<file path="config.mk">
export PLATFORM = sky130hd
export DESIGN_NAME = sva_attempt_scheduler
export DESIGN_NICKNAME = d
export VERILOG_FILES = /design/src/rtl/sva_sched_pkg.sv /design/src/rtl/sva_slot_tracker.sv /design/src/rtl/sva_attempt_scheduler.sv
export SDC_FILE = /design/constraint.sdc
export NUM_CORES = 1
export LEC_CHECK = 0
export ABC_AREA = 1
export CORE_ASPECT_RATIO = 0.7
export CORE_MARGIN = 5
export CORE_UTILIZATION = 54
export DETAILED_ROUTE_END_ITERATION = 8
export PLACE_DENSITY_LB_ADDON = 0.3
export SYNTH_ARGS = -nofsm -noshare
export SYNTH_HDL_FRONTEND = slang
export SYNTH_SLANG_ARGS = --single-unit
</file>
<file path="constraint.sdc">
create_clock -name clk -period 4.05 [get_ports clk]
set_input_delay 0.81 -clock clk [delete_from_list [all_inputs] [get_ports clk]]
set_output_delay 0.81 -clock clk [all_outputs]
set_load 0.02 [all_outputs]
</file>
<file path="src/rtl/sva_sched_pkg.sv">
// Shared types, state encodings and width helpers for the assertion-attempt scheduler.
package sva_sched_pkg;

  typedef enum logic [1:0] {IDLE, RUN, DRAIN} sched_state_e;

  localparam logic [1:0] ST_IDLE  = 2'd0;
  localparam logic [1:0] ST_RUN   = 2'd1;
  localparam logic [1:0] ST_DRAIN = 2'd2;

  // Bits needed to hold a popcount of n completion pulses.
  function automatic int cnt_width(input int n);
    return (n < 1) ? 1 : $clog2(n + 1);
  endfunction

  // Bits needed for an age counter that must reach timeout-1.
  function automatic int age_width(input int timeout);
    return (timeout < 2) ? 1 : $clog2(timeout);
  endfunction

endpackage

</file>
<file path="src/rtl/sva_slot_tracker.sv">
// One checker slot: occupancy bit plus watchdog age counter with combinational abort.
module sva_slot_tracker
  import sva_sched_pkg::*;
#(
  parameter int TIMEOUT = 8
) (
  input  logic clk,
  input  logic rst_n,
  input  logic start,
  input  logic pass,
  input  logic fail,
  output logic busy,
  output logic abort
);

  localparam int AGE_W = age_width(TIMEOUT);

  logic             busy_reg;
  logic [AGE_W-1:0] age_reg;

  // A completion arriving on the expiry cycle suppresses the abort.
  assign abort = busy_reg & ~pass & ~fail & (age_reg == AGE_W'(TIMEOUT - 1));
  assign busy  = busy_reg;

  always_ff @(posedge clk or negedge rst_n) begin
    if (!rst_n) begin
      busy_reg <= 1'b0;
      age_reg  <= '0;
    end else if (start) begin
      busy_reg <= 1'b1;
      age_reg  <= '0;
    end else if (busy_reg && (pass || fail || abort)) begin
      busy_reg <= 1'b0;
      age_reg  <= '0;
    end else if (busy_reg) begin
      age_reg  <= age_reg + AGE_W'(1);
    end
  end

endmodule

</file>
<file path="src/rtl/sva_attempt_scheduler.sv">
// Dispatches overlapping assertion attempts onto a pool of checker slots and aggregates results.
module sva_attempt_scheduler
  import sva_sched_pkg::*;
#(
  parameter int NUM_SLOTS = 4,
  parameter int CNT_W     = 16,
  parameter int TIMEOUT   = 8
) (
  input  logic                 clk,
  input  logic                 rst_n,
  input  logic                 enable,
  input  logic                 trigger,
  input  logic                 clear_counts,
  input  logic [NUM_SLOTS-1:0] slot_pass,
  input  logic [NUM_SLOTS-1:0] slot_fail,
  output logic [NUM_SLOTS-1:0] slot_start,
  output logic [NUM_SLOTS-1:0] slot_abort,
  output logic [NUM_SLOTS-1:0] slot_busy,
  output logic [CNT_W-1:0]     pass_count,
  output logic [CNT_W-1:0]     fail_count,
  output logic [CNT_W-1:0]     drop_count,
  output logic [CNT_W-1:0]     timeout_count,
  output logic                 any_fail,
  output logic                 busy
);

  localparam int INC_W = cnt_width(NUM_SLOTS);

  logic [NUM_SLOTS:0]   all_below;
  logic                 request;
  logic                 drop;
  logic [NUM_SLOTS-1:0] pass_v;
  logic [NUM_SLOTS-1:0] fail_v;
  logic [INC_W-1:0]     pass_inc;
  logic [INC_W-1:0]     fail_inc;
  logic [INC_W-1:0]     timeout_inc;
  logic [1:0]           state_reg;
  logic [1:0]           state_next;

  // Gated by rst_n so the start strobes are also quiet while reset is held.
  assign request      = enable & trigger & rst_n;
  assign all_below[0] = 1'b1;

  genvar gi;
  generate
    for (gi = 0; gi < NUM_SLOTS; gi++) begin : g_slot
      assign all_below[gi+1] = all_below[gi] & slot_busy[gi];
      assign slot_start[gi]  = request & ~slot_busy[gi] & all_below[gi];

      sva_slot_tracker #(.TIMEOUT(TIMEOUT)) u_tracker (
        .clk   (clk),
        .rst_n (rst_n),
        .start (slot_start[gi]),
        .pass  (slot_pass[gi]),
        .fail  (slot_fail[gi]),
        .busy  (slot_busy[gi]),
        .abort (slot_abort[gi])
      );
    end
  endgenerate

  assign drop   = request & all_below[NUM_SLOTS];
  assign fail_v = slot_fail & slot_busy;
  assign pass_v = slot_pass & slot_busy & ~slot_fail;

  always_comb begin
    pass_inc    = '0;
    fail_inc    = '0;
    timeout_inc = '0;
    for (int i = 0; i < NUM_SLOTS; i++) begin
      pass_inc    = pass_inc    + INC_W'(pass_v[i]);
      fail_inc    = fail_inc    + INC_W'(fail_v[i]);
      timeout_inc = timeout_inc + INC_W'(slot_abort[i]);
    end
  end

  function automatic logic [CNT_W-1:0] sat_add(input logic [CNT_W-1:0] a, input logic [INC_W-1:0] b);
    logic [CNT_W:0] s;
    s = {1'b0, a} + (CNT_W + 1)'(b);
    return s[CNT_W] ? {CNT_W{1'b1}} : s[CNT_W-1:0];
  endfunction

  always_ff @(posedge clk or negedge rst_n) begin
    if (!rst_n) begin
      pass_count    <= '0;
      fail_count    <= '0;
      drop_count    <= '0;
      timeout_count <= '0;
      any_fail      <= 1'b0;
    end else if (clear_counts) begin
      pass_count    <= '0;
      fail_count    <= '0;
      drop_count    <= '0;
      timeout_count <= '0;
      any_fail      <= 1'b0;
    end else begin
      pass_count    <= sat_add(pass_count, pass_inc);
      fail_count    <= sat_add(fail_count, fail_inc);
      drop_count    <= sat_add(drop_count, INC_W'(drop));
      timeout_count <= sat_add(timeout_count, timeout_inc);
      if (fail_inc != '0 || timeout_inc != '0) any_fail <= 1'b1;
    end
  end

  always_comb begin
    state_next = state_reg;
    case (state_reg)
      ST_IDLE:  if (enable) state_next = ST_RUN;
      ST_RUN:   if (!enable) state_next = (slot_busy != '0) ? ST_DRAIN : ST_IDLE;
      ST_DRAIN: begin
        if (enable)                 state_next = ST_RUN;
        else if (slot_busy == '0)   state_next = ST_IDLE;
      end
      default:  state_next = ST_IDLE;
    endcase
  end

  always_ff @(posedge clk or negedge rst_n) begin
    if (!rst_n) state_reg <= ST_IDLE;
    else        state_reg <= state_next;
  end

  assign busy = (state_reg != ST_IDLE);

endmodule

</file>
# Yosys cells after proc, flatten, opt, wreduce, memory -nomap -nowiden
# Cells that the tools add are included.
# totals
elab_cells	146
output_inout_bits	78
regBits	83
in_bits	13
# classes
n_bitwise	41
n_eq_ne	9
n_mux	36
reduce_logical	29
n_addsub	17
# op_table
operator	count
2-to-1 mux 16 bit	8
adder 16 x 3 -> 17 bit	3
2-to-1 mux 3 bit	12
AND 1 bit	25
nonzero test 3 bit	6
adder 16 x 1 -> 17 bit	1
adder 3 x 1 -> 3 bit (second input constant)	4
AND 4 bit	3
== test 3 bit (second input constant)	4
NOT 1 bit	12
nonzero test 2 bit	6
2-to-1 mux 1 bit	10
2-to-1 mux 2 bit	5
adder 2 x 1 -> 3 bit	3
adder 3 x 1 -> 3 bit	3
logical OR 1 bit	9
adder 1 x 1 -> 2 bit	3
case mux 2 bit (3 select lines)	1
logical AND 1 bit	4
logical NOT 4 bit	1
inequality test 2 bit (second input constant)	2
NOT 4 bit	1
nonzero test 4 bit	1
inequality test 3 bit (second input constant)	1
other kinds (4)	4

# Depth between registers and ports, before layout
# Gate-level depths: netlist of the first run.
# logic_depth
depth_word	11
ltp_mapped	18
depth_no_buf	18

# Cells and area by module
# From an unflattened synthesis of the first run, not the netlist that was laid out.
# hier_totals
hier_cells	656
hier_area_um2	5171.2
# modules_own_cells
mod	seq_area_each_um2	cells_per_inst	instances	area_each_um2
sva_attempt_scheduler	1676.6	564	1	4325.4
sva_slot_tracker	100.1	23	4	211.5

# Worst setup path after synthesis of the first run
# OpenSTA, ideal clock, no wires.
# synth_timing
path_kind	in2reg
start	input port slot_fail[0]
end	register timeout_count[10]
arrival_time_ns	3.206
n_path_buf	1
setup_slack_ns	0.782
cell_stages	15
setup_ns	0.063
required_time_ns	3.987
cell_sequence	nor4_4 xor2_1 ha_1 ha_1 ha_1 inv_1 fa_1 inv_1 nand3_1 nand2_1 nand4_2 buf_6 nand3_1 nand2_1 inv_1
# synth_between
elab_chain_cells	9
# synth_lines
item	line	rtl
start: declaration	sva_attempt_scheduler.sv:15	input logic [NUM_SLOTS-1:0] slot_fail,
NOT 1 bit	sva_slot_tracker.sv:22	assign abort = busy_reg & ~pass & ~fail & (age_reg == AGE_W'(TIMEOUT - 1));
AND 1 bit (2 in a row)	sva_slot_tracker.sv:22	
adder 1 x 1 -> 2 bit	sva_attempt_scheduler.sv:73	timeout_inc = timeout_inc + INC_W'(slot_abort[i]);
adder 2 x 1 -> 3 bit	sva_attempt_scheduler.sv:73	
adder 3 x 1 -> 3 bit	sva_attempt_scheduler.sv:73	
adder 16 x 3 -> 17 bit	sva_attempt_scheduler.sv:79	s = {1'b0, a} + (CNT_W + 1)'(b);
2-to-1 mux 16 bit	sva_attempt_scheduler.sv:80	return s[CNT_W] ? {CNT_W{1'b1}} : s[CNT_W-1:0];
2-to-1 mux 16 bit	sva_attempt_scheduler.sv:90	end else if (clear_counts) begin
end signal: assignment	sva_attempt_scheduler.sv:100	timeout_count <= sat_add(timeout_count, timeout_inc);
end: declaration	sva_attempt_scheduler.sv:22	output logic [CNT_W-1:0] timeout_count,
# Every way passes these cells.
# A chain may end at the register's enable or synchronous reset.

# Final worst setup path of the first run
# layout_timing
start	input port slot_fail[3]
end	register timeout_count[9]
# layout_between
elab_chain_cells	7
# layout_lines
item	line
NOT 1 bit	sva_slot_tracker.sv:22
AND 1 bit (2 in a row)	sva_slot_tracker.sv:22
adder 3 x 1 -> 3 bit	sva_attempt_scheduler.sv:73
adder 16 x 3 -> 17 bit	sva_attempt_scheduler.sv:79
2-to-1 mux 16 bit	sva_attempt_scheduler.sv:80
2-to-1 mux 16 bit	sva_attempt_scheduler.sv:90
# Every way passes these cells.

==> metrics.cfg, run 1 <==
[run_status]
status=completed

[drt]
num_vias=4672
dr.pass1.iters=6
postRouteAntennaNets=0
drt_iter0_markers=389
wire_per_inst_um=13.94
detail_route.vias_per_cell=5.244
wl_um=12420
drc=0

[clock_network]
cts.sinks=83
cts.path.max_buffers=2
clk_latency_ns=0.34
path_clk_slew_ns=0.07
tritoncts=done
post_cts_buffers=0
clock-root-buffer=clkbuf_16
cts_hold_buf=0
ctsResizeCount=0
cts_made_buffers=9
htree_num_levels=3

[sta]
worst_pin_slew_ns=0.8214
skew_ns=0.005475
clock.fmax_mhz=268.7
period_share_pct=91.91
setup_viol=0
slew_viol_final=0
fin_crit_ns=3.722
finalHoldViolCount=0
fin_hold_ws_ns=0.3327
rsz0062_at_grt=false
tns_ns=0
slew_headroom_pct=45.24

[synth]
synth_edf_count=0
synth_area_leaders=dfrtp_1, nand2_1, inv_1
synthArstFlopShare_pct=100.0
yosysTopAreaCell=dfrtp_1
post_synth.cell_area_avg_um2=7.685
ys.flop_type=dfrtp_1
syn_area_um2=5180
syn_nets=715
syn_inst=674
ys_seq_area_share_pct=40.10
ys_warn_count=0
yosysTopAreaCellShare_pct=40.10
yosys.cell_types.count=33
ys_ff_latch=83

[die]
start_util_pct=56.20
placementRows=29
core_um2=9216
die_area_um2=11680
die_h_um=91.95
die_x_um=127.1
ios=91

[placed_design]
place_inst=875
numPortBuffers=90
post_dp_cell_area_um2=6142
post-dp-hpwl_um=9237
gp_congestion=0.8740

[setup_path]
slowest_stage=nor4_1
crit_buf_inv=5
slowest_delay_ns=0.56
worstPathArrival_ns=4.00
endpoint_kind=register
cp_top_family=adder cells
cp.required_ns=4.33
start_kind=input port
path_cells=clkdlybuf4s50_1 > nor4_1 > ha_1 > ha_1 > ha_1 > inv_1 > fa_1 > inv_1 > nand3_1 > nand2_1 > nand4_2 > buf_4 > nand3_1 > nand2_1 > inv_1
critPathMaxFanout=10
criticalPathCategory=input port to register

[power]
p_int_w=0.001403
power.share.switching_pct=21.91
clock_power_share_pct=48.8
cellPowerDensity_nw_per_um2=278.1
ir_worst_vdd_v=0.0002613
p_seq_share_pct=46.9
p_leak_nw=3.072
power_frac_comb_pct=4.3
p_sw_w=0.0003936

[finish]
drive_above_1_share_pct=6.649
final_area_um2=6460
final_nets=803
antenna_cells=0
fin_util_pct=70.09
synthToLayoutAreaGrowth_pct=24.71
finalNonFillerCells=891

[global_routing]
antenna_found_initial=0
grt_pass1_wl_um=21180
grt_pass1_vias=4430
grt_usage_pct=22.07
grt_max_degree=66
grt-ovfl-total=0

[hold_path]
worstHoldPathType=input port to asynchronous set/reset pin

[flow_run]
drv_cap=0

area by class of cell:
cell class              instances  area (µm²)
flip-flops and latches         83        2077
well taps                     124       155.1
multi-input cells             452        2502
clock buffers                  10       229.0
fillers                       777        2756
inverters                     115       431.7
clock inverters                 6       88.84
repair buffers                101       975.9
cells in the final DEF, fill, tap and decap left out, types with 2 or more instances in the layout:
master,netlist,routed
ha_1,22,22
nor2_2,7,7
inv_1,115,115
a31oi_1,2,2
nand4_2,3,3
and2_0,2,2
nor2_1,64,64
nand2_1,149,149
bufinv_16,0,2
dfrtp_1,83,83
nand3_1,57,57
buf_4,12,12
a21oi_1,42,42
clkinvlp_4,0,2
nor4_1,5,5
nand4_1,14,14
a21oi_2,5,5
clkbuf_16,0,9
nor2_4,2,2
xnor2_1,11,11
o21ai_0,32,32
nor3_1,6,6
xor2_1,15,15
clkdlybuf4s50_1,0,88
fa_1,6,6
routing by layer:
layer | routed length (µm) | track usage, % | part of all wire [%]
met3 | 798 | 5.749 | 6.4
met1 | 5885 | 31.10 | 47
met5 | 0 | 0 | 0
met4 | 150 | 5.893 | 1.2
met2 | 5588 | 34.02 | 45
final timing paths:
kind,from,endpoint,slack (ns),depth (start not counted)
max in group asynchronous,rst_n,pass_count[12],2.62,2
worst min register to register,g_slot[3].u_tracker.age_reg[2],g_slot[3].u_tracker.age_reg[2],0.50,2
worst min-delay path,rst_n,drop_count[8],0.33,1
worst max-delay path,slot_fail[3],timeout_count[9],0.33,15
min in group clk,g_slot[3].u_tracker.age_reg[2],g_slot[3].u_tracker.age_reg[2],0.50,2
worst max register to register,g_slot[1].u_tracker.age_reg[0],timeout_count[9],0.72,18
synth_stat cells, types with 5 or more instances:
| library cell | count |
|---|---|
| xor2_1 | 15 |
| a21oi_2 | 5 |
| a21oi_1 | 42 |
| nor3_1 | 6 |
| nor4_1 | 5 |
| dfrtp_1 | 83 |
| nand2_1 | 149 |
| nand3_1 | 57 |
| nor2_1 | 64 |
| inv_1 | 115 |
| xnor2_1 | 11 |
| fa_1 | 6 |
| nor2_2 | 7 |
| buf_4 | 12 |
| nand4_1 | 14 |
| ha_1 | 22 |
| o21ai_0 | 32 |
cells by family after synthesis:
family,after synthesis,share of synthesized area [%]
adders and majority gates,28,7.633
xor gates and xnor gates,26,4.396
AOI/OAI and AO/OA,84,8.768
buffers and inverters,139,11.59
and+or+nand+nor,314,27.51
DFF,83,40.10
power by group through the flow:
| stage | registers [W] | logic [W] | clock network [W] |
|---|---|---|---|
| floorplan | 0.000858 | 0.0000328 | 0 |
| global placement | 0.000857 | 0.0000777 | 0 |
| detailed placement | 0.000857 | 0.0000790 | 0 |
| CTS | 0.000842 | 0.0000794 | 0.000891 |
| global route | 0.000842 | 0.0000890 | 0.000933 |
| finish | 0.000842 | 0.0000775 | 0.000877 |
metrics by stage:
| stage | total power (W) | setup WS [ns] |
|---|---|---|
| global placement | 0.0009347 | 0.2102 |
| detailed placement | 0.0009363 | 0.006009 |
| floorplan | 0.0008907 | 0.7818 |
| finish | 0.001797 | 0.3278 |
| CTS | 0.001812 | 0.3588 |
| global route | 0.001865 | 0.08968 |
(Power assumes the default switching activity.)
==> inputs of run 2 (changes only) <==
HOLD_SLACK_MARGIN = 0.12   (was unset)
==> results of run 2 <==
Final layout, timing and power as in run 1 (identical DEF).
